<file path="src/rtl/uart_tx_cfg.sv">
`timescale 1ns/1ps
`default_nettype none
// ==========================================================================
// uart_tx_cfg : UART transmitter, configurable data/parity/stop framing
// Rev 1.0
// ==========================================================================
module uart_tx_cfg #(
   parameter int DATA_BITS  = 8,
   parameter int SB_TICKS   = 16,
   parameter int PARITY_EN  = 0,
   parameter int PARITY_ODD = 0,
   parameter int STOP_BITS  = 1
) (
   input  logic                 i_Clock,
   input  logic                 i_reset,
   input  logic                 i_bd,
   input  logic                 i_Tx_Start,
   input  logic [DATA_BITS-1:0] i_Tx_Byte,
   output logic                 o_Tx_Serial,
   output logic                 o_Tx_Active,
   output logic                 o_Tx_Done
);

   localparam int TW = (SB_TICKS > 1) ? $clog2(SB_TICKS) : 1;
   localparam int BW = (DATA_BITS > 1) ? $clog2(DATA_BITS) : 1;

   localparam logic [TW-1:0] c_TICK_LAST = TW'(SB_TICKS - 1);
   localparam logic [BW-1:0] c_BIT_LAST  = BW'(DATA_BITS - 1);
   localparam logic          c_STOP_LAST = (STOP_BITS == 2);
   localparam logic          c_PAR_ODD   = (PARITY_ODD != 0);
   localparam logic          c_PAR_EN    = (PARITY_EN != 0);

   localparam logic [2:0] c_IDLE   = 3'd0;
   localparam logic [2:0] c_START  = 3'd1;
   localparam logic [2:0] c_DATA   = 3'd2;
   localparam logic [2:0] c_PARITY = 3'd3;
   localparam logic [2:0] c_STOP   = 3'd4;

   logic [2:0]           state_q, state_d;
   logic [TW-1:0]        tick_q, tick_d;
   logic [BW-1:0]        bit_q, bit_d;
   logic                 stop_q, stop_d;
   logic [DATA_BITS-1:0] shift_q, shift_d;
   logic                 par_q, par_d;
   logic                 tx_q, tx_d;
   logic                 active_q, active_d;
   logic                 done_q, done_d;
   logic                 w_bit_end;

   assign w_bit_end = i_bd && (tick_q == c_TICK_LAST);

   always_comb begin
      state_d  = state_q;
      tick_d   = tick_q;
      bit_d    = bit_q;
      stop_d   = stop_q;
      shift_d  = shift_q;
      par_d    = par_q;
      active_d = active_q;
      done_d   = 1'b0;

      // The tick counter only runs inside a frame; the acceptance tick is not counted.
      if (state_q != c_IDLE && i_bd) begin
         tick_d = w_bit_end ? '0 : tick_q + 1'b1;
      end

      case (state_q)
         c_IDLE: begin
            if (i_Tx_Start) begin
               state_d  = c_START;
               shift_d  = i_Tx_Byte;
               par_d    = (^i_Tx_Byte) ^ c_PAR_ODD;
               tick_d   = '0;
               bit_d    = '0;
               stop_d   = 1'b0;
               active_d = 1'b1;
            end
         end
         c_START: begin
            if (w_bit_end) begin
               state_d = c_DATA;
               bit_d   = '0;
            end
         end
         c_DATA: begin
            if (w_bit_end) begin
               shift_d = shift_q >> 1;
               if (bit_q == c_BIT_LAST) begin
                  state_d = c_PAR_EN ? c_PARITY : c_STOP;
                  stop_d  = 1'b0;
               end else begin
                  bit_d = bit_q + 1'b1;
               end
            end
         end
         c_PARITY: begin
            if (w_bit_end) begin
               state_d = c_STOP;
               stop_d  = 1'b0;
            end
         end
         c_STOP: begin
            if (w_bit_end) begin
               if (stop_q == c_STOP_LAST) begin
                  state_d  = c_IDLE;
                  active_d = 1'b0;
                  done_d   = 1'b1;
               end else begin
                  stop_d = stop_q + 1'b1;
               end
            end
         end
         default: begin
            state_d  = c_IDLE;
            active_d = 1'b0;
         end
      endcase
   end

   // Line level is decoded from the next state so the pin itself is a flop.
   always_comb begin
      tx_d = 1'b1;
      case (state_d)
         c_START:  tx_d = 1'b0;
         c_DATA:   tx_d = shift_d[0];
         c_PARITY: tx_d = par_q;
         default:  tx_d = 1'b1;
      endcase
   end

   always_ff @(posedge i_Clock or negedge i_reset) begin
      if (!i_reset) begin
         state_q  <= c_IDLE;
         tick_q   <= '0;
         bit_q    <= '0;
         stop_q   <= 1'b0;
         shift_q  <= '0;
         par_q    <= 1'b0;
         tx_q     <= 1'b1;
         active_q <= 1'b0;
         done_q   <= 1'b0;
      end else begin
         state_q  <= state_d;
         tick_q   <= tick_d;
         bit_q    <= bit_d;
         stop_q   <= stop_d;
         shift_q  <= shift_d;
         par_q    <= par_d;
         tx_q     <= tx_d;
         active_q <= active_d;
         done_q   <= done_d;
      end
   end

   assign o_Tx_Serial = tx_q;
   assign o_Tx_Active = active_q;
   assign o_Tx_Done   = done_q;

endmodule
`default_nettype wire

</file>
<file path="config.mk">
export PLATFORM = sky130hd
export DESIGN_NAME = uart_tx_cfg
export DESIGN_NICKNAME = d
export VERILOG_FILES = /design/src/rtl/uart_tx_cfg.sv
export SDC_FILE = /design/constraint.sdc
export NUM_CORES = 1
export LEC_CHECK = 0
export BUFFER_PORTS_ARGS = -buffer_cell sky130_fd_sc_hd__buf_2
export CAP_MARGIN = 20
export CORE_ASPECT_RATIO = 1.75
export CORE_MARGIN = 2
export CORE_UTILIZATION = 25
export CTS_CLUSTER_DIAMETER = 120
export CTS_CLUSTER_SIZE = 30
export DETAILED_ROUTE_END_ITERATION = 6
export SLEW_MARGIN = 20
export SYNTH_ARGS = -nofsm -noshare
export SYNTH_HDL_FRONTEND = slang
export SYNTH_SLANG_ARGS = --single-unit
</file>
<file path="constraint.sdc">
create_clock -name i_Clock -period 5.6 [get_ports i_Clock]
set_clock_uncertainty 0.15 [all_clocks]
set_input_delay 0.28 -clock i_Clock [delete_from_list [all_inputs] [get_ports i_Clock]]
set_output_delay 0.28 -clock i_Clock [all_outputs]
set_load 0.05 [all_outputs]
</file>
==> results_dict.tcl, run 1 <==
set metrics [dict create \
    fmax_ghz 0.441 \
    crit_slowest_cell "nor4b_4" \
    netlist_area_um2 1120 \
    die_area_um2 5060 \
    worst_slew_pin_slew_ps 837 \
    required_ps 5640 \
    period_needed_ps 2270 \
    core.rowCount 32 \
    gp_congestion 0.709 \
    grt_pass1_wl_um 3960 \
    viasPerCell 4.80 \
    cp_max_fo 17 \
    cpPeakStageDelay_ps 810 \
    yosys-top-cells-count "nand2_1, dfrtp_1, a21oi_1, xnor2_1" \
    htree_num_levels 1 \
    synth_top_area_share_pct 46.8 \
    tns_ps 0 \
    arrival_ps 2310 \
    grt_antenna_before_repair 0 \
    die_x_um 54.7 \
    n_antenna_cell 0 \
    nNetsFinal 141 \
    ios 15 \
    synthTopCellsByArea "dfrtp_1, nand2_1, xnor2_1" \
    ys_ff_latch 22 \
    synth_warnings 0 \
    pre_cts_slack_ps 3320 \
    p_leak_uw 0.000561 \
    powerDensity_nw_per_um2 371 \
    drv_slew 0 \
    cts_buffers 3 \
    clockBufferDepth 2 \
    timing.final.ws_setup_ps 3330 \
    clkTransAtPathRegs_ps 80 \
    hpwlAfterDp_um 1700 \
    drc 0 \
    multi_input_area_um2 537 \
    core_area_um2 4360 \
    post-cts-setup-buffer-count 0 \
    ys_async_sr_fraction_pct 100 \
    grt_use_total_pct 10.4 \
    worst_setup_path_end_kind "register" \
    synth_area_leader_cell "dfrtp_1" \
    chipHeight_um 92.6 \
    place_inst 171 \
    synth_edf_count 0 \
    finalWirelength_um 2230 \
    ys_seq_area_share_pct 49.2 \
    dr.pass1.iters 4 \
    cpLargestDelayFamily "simple AND/OR/NAND/NOR gates" \
    drv_cap 0 \
    maxSlewHeadroom_pct 44.0 \
    grt_setup_unrepaired "no" \
    hold_path.class "input pin to register" \
    cp_num_buf_inv 0 \
    avgSynthCellArea_um2 10.1 \
    initial_core_util_pct 25.7 \
    clk_latency_ps 260 \
    fillers 446 \
    drtIter0Drc 24 \
    setup_viol 0 \
    drive_gt1_share_pct 19.2 \
    syn_inst 111 \
    final_cells 176 \
    antenna_left 0 \
    min_period_over_period_pct 40.5 \
    vdd_ir_drop_max_uv 203 \
    synth.most_common_cell "nand2_1" \
    ys.flop_type "dfrtp_1" \
    path_cells "nor4b_4 > a21oi_2 > a221o_1 > o21a_1" \
    setup.worst_path.start_class "register" \
    regArea_um2 552 \
    synth.distinct_cells 34 \
    wire_per_inst_um 12.7 \
    critical_path_class "register to register" \
    vias 845 \
    synthesis.nets 126 \
    grt_pass1_vias 894 \
    area_delta_synth_final_pct 14.2 \
    cts_tree "done" \
    grt_max_degree 23 \
    fin_area_um2 1280 \
    place_area_um2 1230 \
    gr-total-overflow 0 \
    finalHoldViolCount 0 \
    port_buffers 14 \
    outcome "complete, no violations" \
    cts_root_buf "clkbuf_8" \
    cts.sinks 22 \
]
## placed cells by master, fill, tap and decap left out, types with 2 or more instances in the layout
master,Yosys,routed
nor2_1,6,6
clkbuf_8,0,3
dfrtp_1,21,21
o21ai_0,4,4
a22oi_1,6,6
ha_1,3,3
xnor2_1,7,7
a21oi_1,7,7
a22o_1,3,3
and2_1,2,2
buf_2,3,14
a31o_2,2,2
nand2_1,23,23
nand3_1,3,3
## area by class of cell
class                      count  area share (%)
sequential                    22            43.1
multi-input combinational     83            41.9
timing repair buffer          15            6.25
tap                           51            4.98
clock buffer                   4            3.52
inverter                       1           0.293
## worst paths after layout
| check | start | to | slack [ps] | depth (start not counted) |
|---|---|---|---|---|
| worst min register to register | shift_q[4] | shift_q[4] | 330 | 2 |
| worst min-delay path | i_Tx_Byte[6] | shift_q[6] | 130 | 3 |
| min in group asynchronous | i_reset | o_Tx_Done | 370 | 2 |
| worst max-delay path | state_q[0] | o_Tx_Serial | 3330 | 4 |
| worst max register to register | state_q[0] | o_Tx_Serial | 3330 | 4 |
| max in group asynchronous | i_reset | o_Tx_Serial | 4580 | 2 |
## flip-flops by register name, summed over array words and instances, names as in the netlist
name,cells
par_q,1
bit_q,3
o_Tx_Serial,1
tick_q,4
shift_q,8
state_q,3
o_Tx_Done,1
o_Tx_Active,1
## cell families after synthesis
kind of cell,Yosys count,synth area share [%]
mux,1,1.00
compound gates,30,18.7
flops,22,49.2
simple gates,41,18.5
fa+ha+maj,3,3.34
xor+xnor,8,6.24
buf+inv,6,3.01
## per-layer routing
layer,GRT usage [%],share of wire (%)
met1,12.2,43
met2,17.2,55
met3,1.77,1.7
met4,5.42,0.85
met5,0,0
## worst min-delay path, stage by stage
cell,delay [ps]
buf_2,100
a22oi_1,70
nand2_1,60
## stage by stage
stage          total power, uW  utilization [%]  hold slack (ps)
3_3_place_gp               372             28.1              122
2_1_floorplan              345                -             -166
6_report                   476             29.4              135
5_1_grt                    511             29.4              134
3_5_place_dp               378             28.1              127
4_1_cts                    481             29.4              132
## power breakdown
group / internal [uW] / total, uW / switching [uW]
Clock: 50.6 / 99.2 / 48.6
Sequential: 211 / 253 / 42.6
Combinational: 56.0 / 123 / 67.0
Total: 317 / 476 / 158
## repair_timing
action	4_1_cts	5_1_grt
hold buffers	1	0
resized for setup	0	0
hold endpoints to repair	21	0
Power figures use the tool's default switching activity.
==> run 2: changes to the inputs <==
--- a/config.mk
+++ b/config.mk
@@ -5,6 +5,7 @@
 export SDC_FILE = /design/constraint.sdc
 export NUM_CORES = 1
 export LEC_CHECK = 0
+export ABC_AREA = 1
 export BUFFER_PORTS_ARGS = -buffer_cell sky130_fd_sc_hd__buf_2
 export CAP_MARGIN = 20
 export CORE_ASPECT_RATIO = 1.75
==> constraint.sdc (replaced) <==
create_clock -name i_Clock -period 2.3 [get_ports i_Clock]
set_clock_uncertainty 0.15 [all_clocks]
set_input_delay 0.115 -clock i_Clock [delete_from_list [all_inputs] [get_ports i_Clock]]
set_output_delay 0.115 -clock i_Clock [all_outputs]
set_load 0.05 [all_outputs]
==> run 2 against run 1 <==
Against the previous run:
- synthesized cell count is 38% higher
- cell count rose by 32%
- clock-buffer cell count unchanged
- synthesized area rose by 17%
- non-clock buffer count rose by 6
- die area increased by 16%
- highest routed layer unchanged
==> results_dict.tcl, run 2 <==
set metrics [dict create \
    nNetsFinal 194 \
    cts_tree "done" \
    clkTransAtPathRegs_ps 80 \
    fillers 553 \
    wl_met3_um 72 \
    powerDensity_nw_per_um2 954 \
    grt_pass1_wl_um 5000 \
    grt_pass1_vias 1117 \
    fmax_ghz 0.577 \
    setup.worst_path.start_class "register" \
    arrival_ps 1740 \
    place_inst 221 \
    crit_slowest_cell "dfrtp_1" \
    grt_setup_unrepaired "no" \
    wl_met2_um 1490 \
    core.rowCount 34 \
    ios 15 \
    core_area_um2 5020 \
    hold_path.class "input pin to register" \
    cts-hold-fix-buffers 7 \
    n_antenna_cell 0 \
    largest_reg_flops 8 \
    reg.largest.list "shift_q (8), tick_q (4)" \
    synth_edf_count 0 \
    ys.flop_type "dfrtp_1" \
    gp_congestion 0.806 \
    synth_top_area_share_pct 40.0 \
    dr.pass1.iters 4 \
    path_cells "ha_1 > ha_1 > nor2_1 > o21ai_0 > nor2_1 > nand3_4 > nand2_2 > o21ai_2" \
    regMostFlops "shift_q" \
    outcome "complete, no violations" \
    tns_ps 0 \
    r2r_cells 8 \
    hold-path-cell-count 3 \
    finalHoldViolCount 0 \
    avgSynthCellArea_um2 8.59 \
    power_uw 1490 \
    worst_slew_pin_slew_ps 517 \
    synthesis.nets 168 \
    wl_met1_um 1150 \
    required_ps 2310 \
    worst_setup_path_end_kind "register" \
    layout_commonest_cell "nand2_1" \
    drive_gt1_share_pct 29.2 \
    cts_buffers 3 \
    min_period_over_period_pct 75.3 \
    clk_latency_ps 260 \
    hpwlAfterDp_um 2090 \
    synthTopCellsByArea "dfrtp_1, nand2_1, nand2_2" \
    drc 0 \
    drtIter0Drc 16 \
    die_x_um 58.8 \
    finalWirelength_um 2740 \
    drv_slew 0 \
    final_cell_mix "nand2_1, dfrtp_1, buf_2, nand2_2, inv_1" \
    grt_use_total_pct 11.0 \
    yosys-top-cells-count "nand2_1, dfrtp_1, nand2_2, inv_1, inv_2" \
    grt_max_degree 23 \
    post-cts-setup-buffer-count 0 \
    vias 1063 \
    grt_antenna_before_repair 0 \
    initial_core_util_pct 26.2 \
    cts_resized 0 \
    regArea_um2 552 \
    final_cells 232 \
    setup_viol 0 \
    cp_max_fo 6 \
    port_buffers 14 \
    area_delta_synth_final_pct 19.2 \
    cts.sinks 22 \
    vdd_ir_drop_max_uv 509 \
    synth.most_common_cell "nand2_1" \
    die_area_um2 5870 \
    ys_async_sr_fraction_pct 100 \
    cpPeakStageDelay_ps 410 \
    synth_area_leader_cell "dfrtp_1" \
    cts_root_buf "clkbuf_8" \
    ys_seq_area_share_pct 42.0 \
    viasPerCell 4.58 \
    drv_cap 0 \
    multi_input_area_um2 696 \
    syn_inst 153 \
    period_needed_ps 1730 \
    htree_num_levels 1 \
    top_layer_used "met4" \
    chipHeight_um 99.9 \
    wire_per_inst_um 11.8 \
    critical_path_class "register to register" \
    antenna_left 0 \
    p_leak_uw 0.000787 \
    synth.distinct_cells 28 \
    netlist_area_um2 1310 \
    clockBufferDepth 2 \
    synth_warnings 0 \
    maxSlewHeadroom_pct 65.6 \
    gr-total-overflow 0 \
    ys_ff_latch 22 \
]
## run 2: final cells by class
type | instances | share of cell area [%]
Timing Repair Buffer | 21 | 8.95
Multi-Input combinational cell | 114 | 44.4
Clock buffer | 4 | 2.88
Inverter | 17 | 4.23
Tap cell | 54 | 4.31
Sequential cell | 22 | 35.2
## run 2: per-stage QoR
step                setup slack, ps  hold WS, ps  cell area [um2]  util, %
finish                          568         13.0             1570     31.2
global route                    402         38.4             1570     31.2
CTS                             552        0.972             1570     31.2
detailed placement              565        -29.3             1450     28.9
global placement                587        -33.7             1450     28.9
floorplan                       660         -331             1310        -
## run 2: power by group
part	internal [uW]	total, uW	leakage (uW)	switching, uW
Clock	124	249	0.0000228	125
Sequential	515	609	0.000279	94.1
Combinational	222	636	0.000485	414
Total	861	1490	0.000787	633
## run 2: kinds of logic after synthesis
family	count (synthesis)	share of synthesized area, %
adders and majority gates	3	2.86
buffers and inverters	17	5.05
DFF	22	42.0
AOI/OAI and AO/OA	20	10.1
xor gates and xnor gates	9	6.00
and+or+nand+nor	82	34.0
## run 2: final timing paths
check                              from          end  slack (ps)
max                            bit_q[0]     bit_q[0]         570
min                        i_Tx_Byte[2]   shift_q[2]          10
max reg2reg                    bit_q[0]     bit_q[0]         570
min reg2reg                  shift_q[4]   shift_q[4]         330
max in group asynchronous       i_reset  o_Tx_Serial        1420
min in group asynchronous       i_reset    tick_q[3]         210
## run 2: worst max-delay path, delay by kind of cell (launching register included)
family          cells  cell delay (ps)
compound gates      2              140
fa+ha+maj           2              400
flops               1              410
simple gates        4              550
## run 2: routing by layer
metal | vias up | global-route usage, %
met5 | - | 0
met4 | 0 | 4.20
met3 | 2 | 1.68
met2 | 20 | 19.1
met1 | 501 | 13.2
li1 | 540 | -
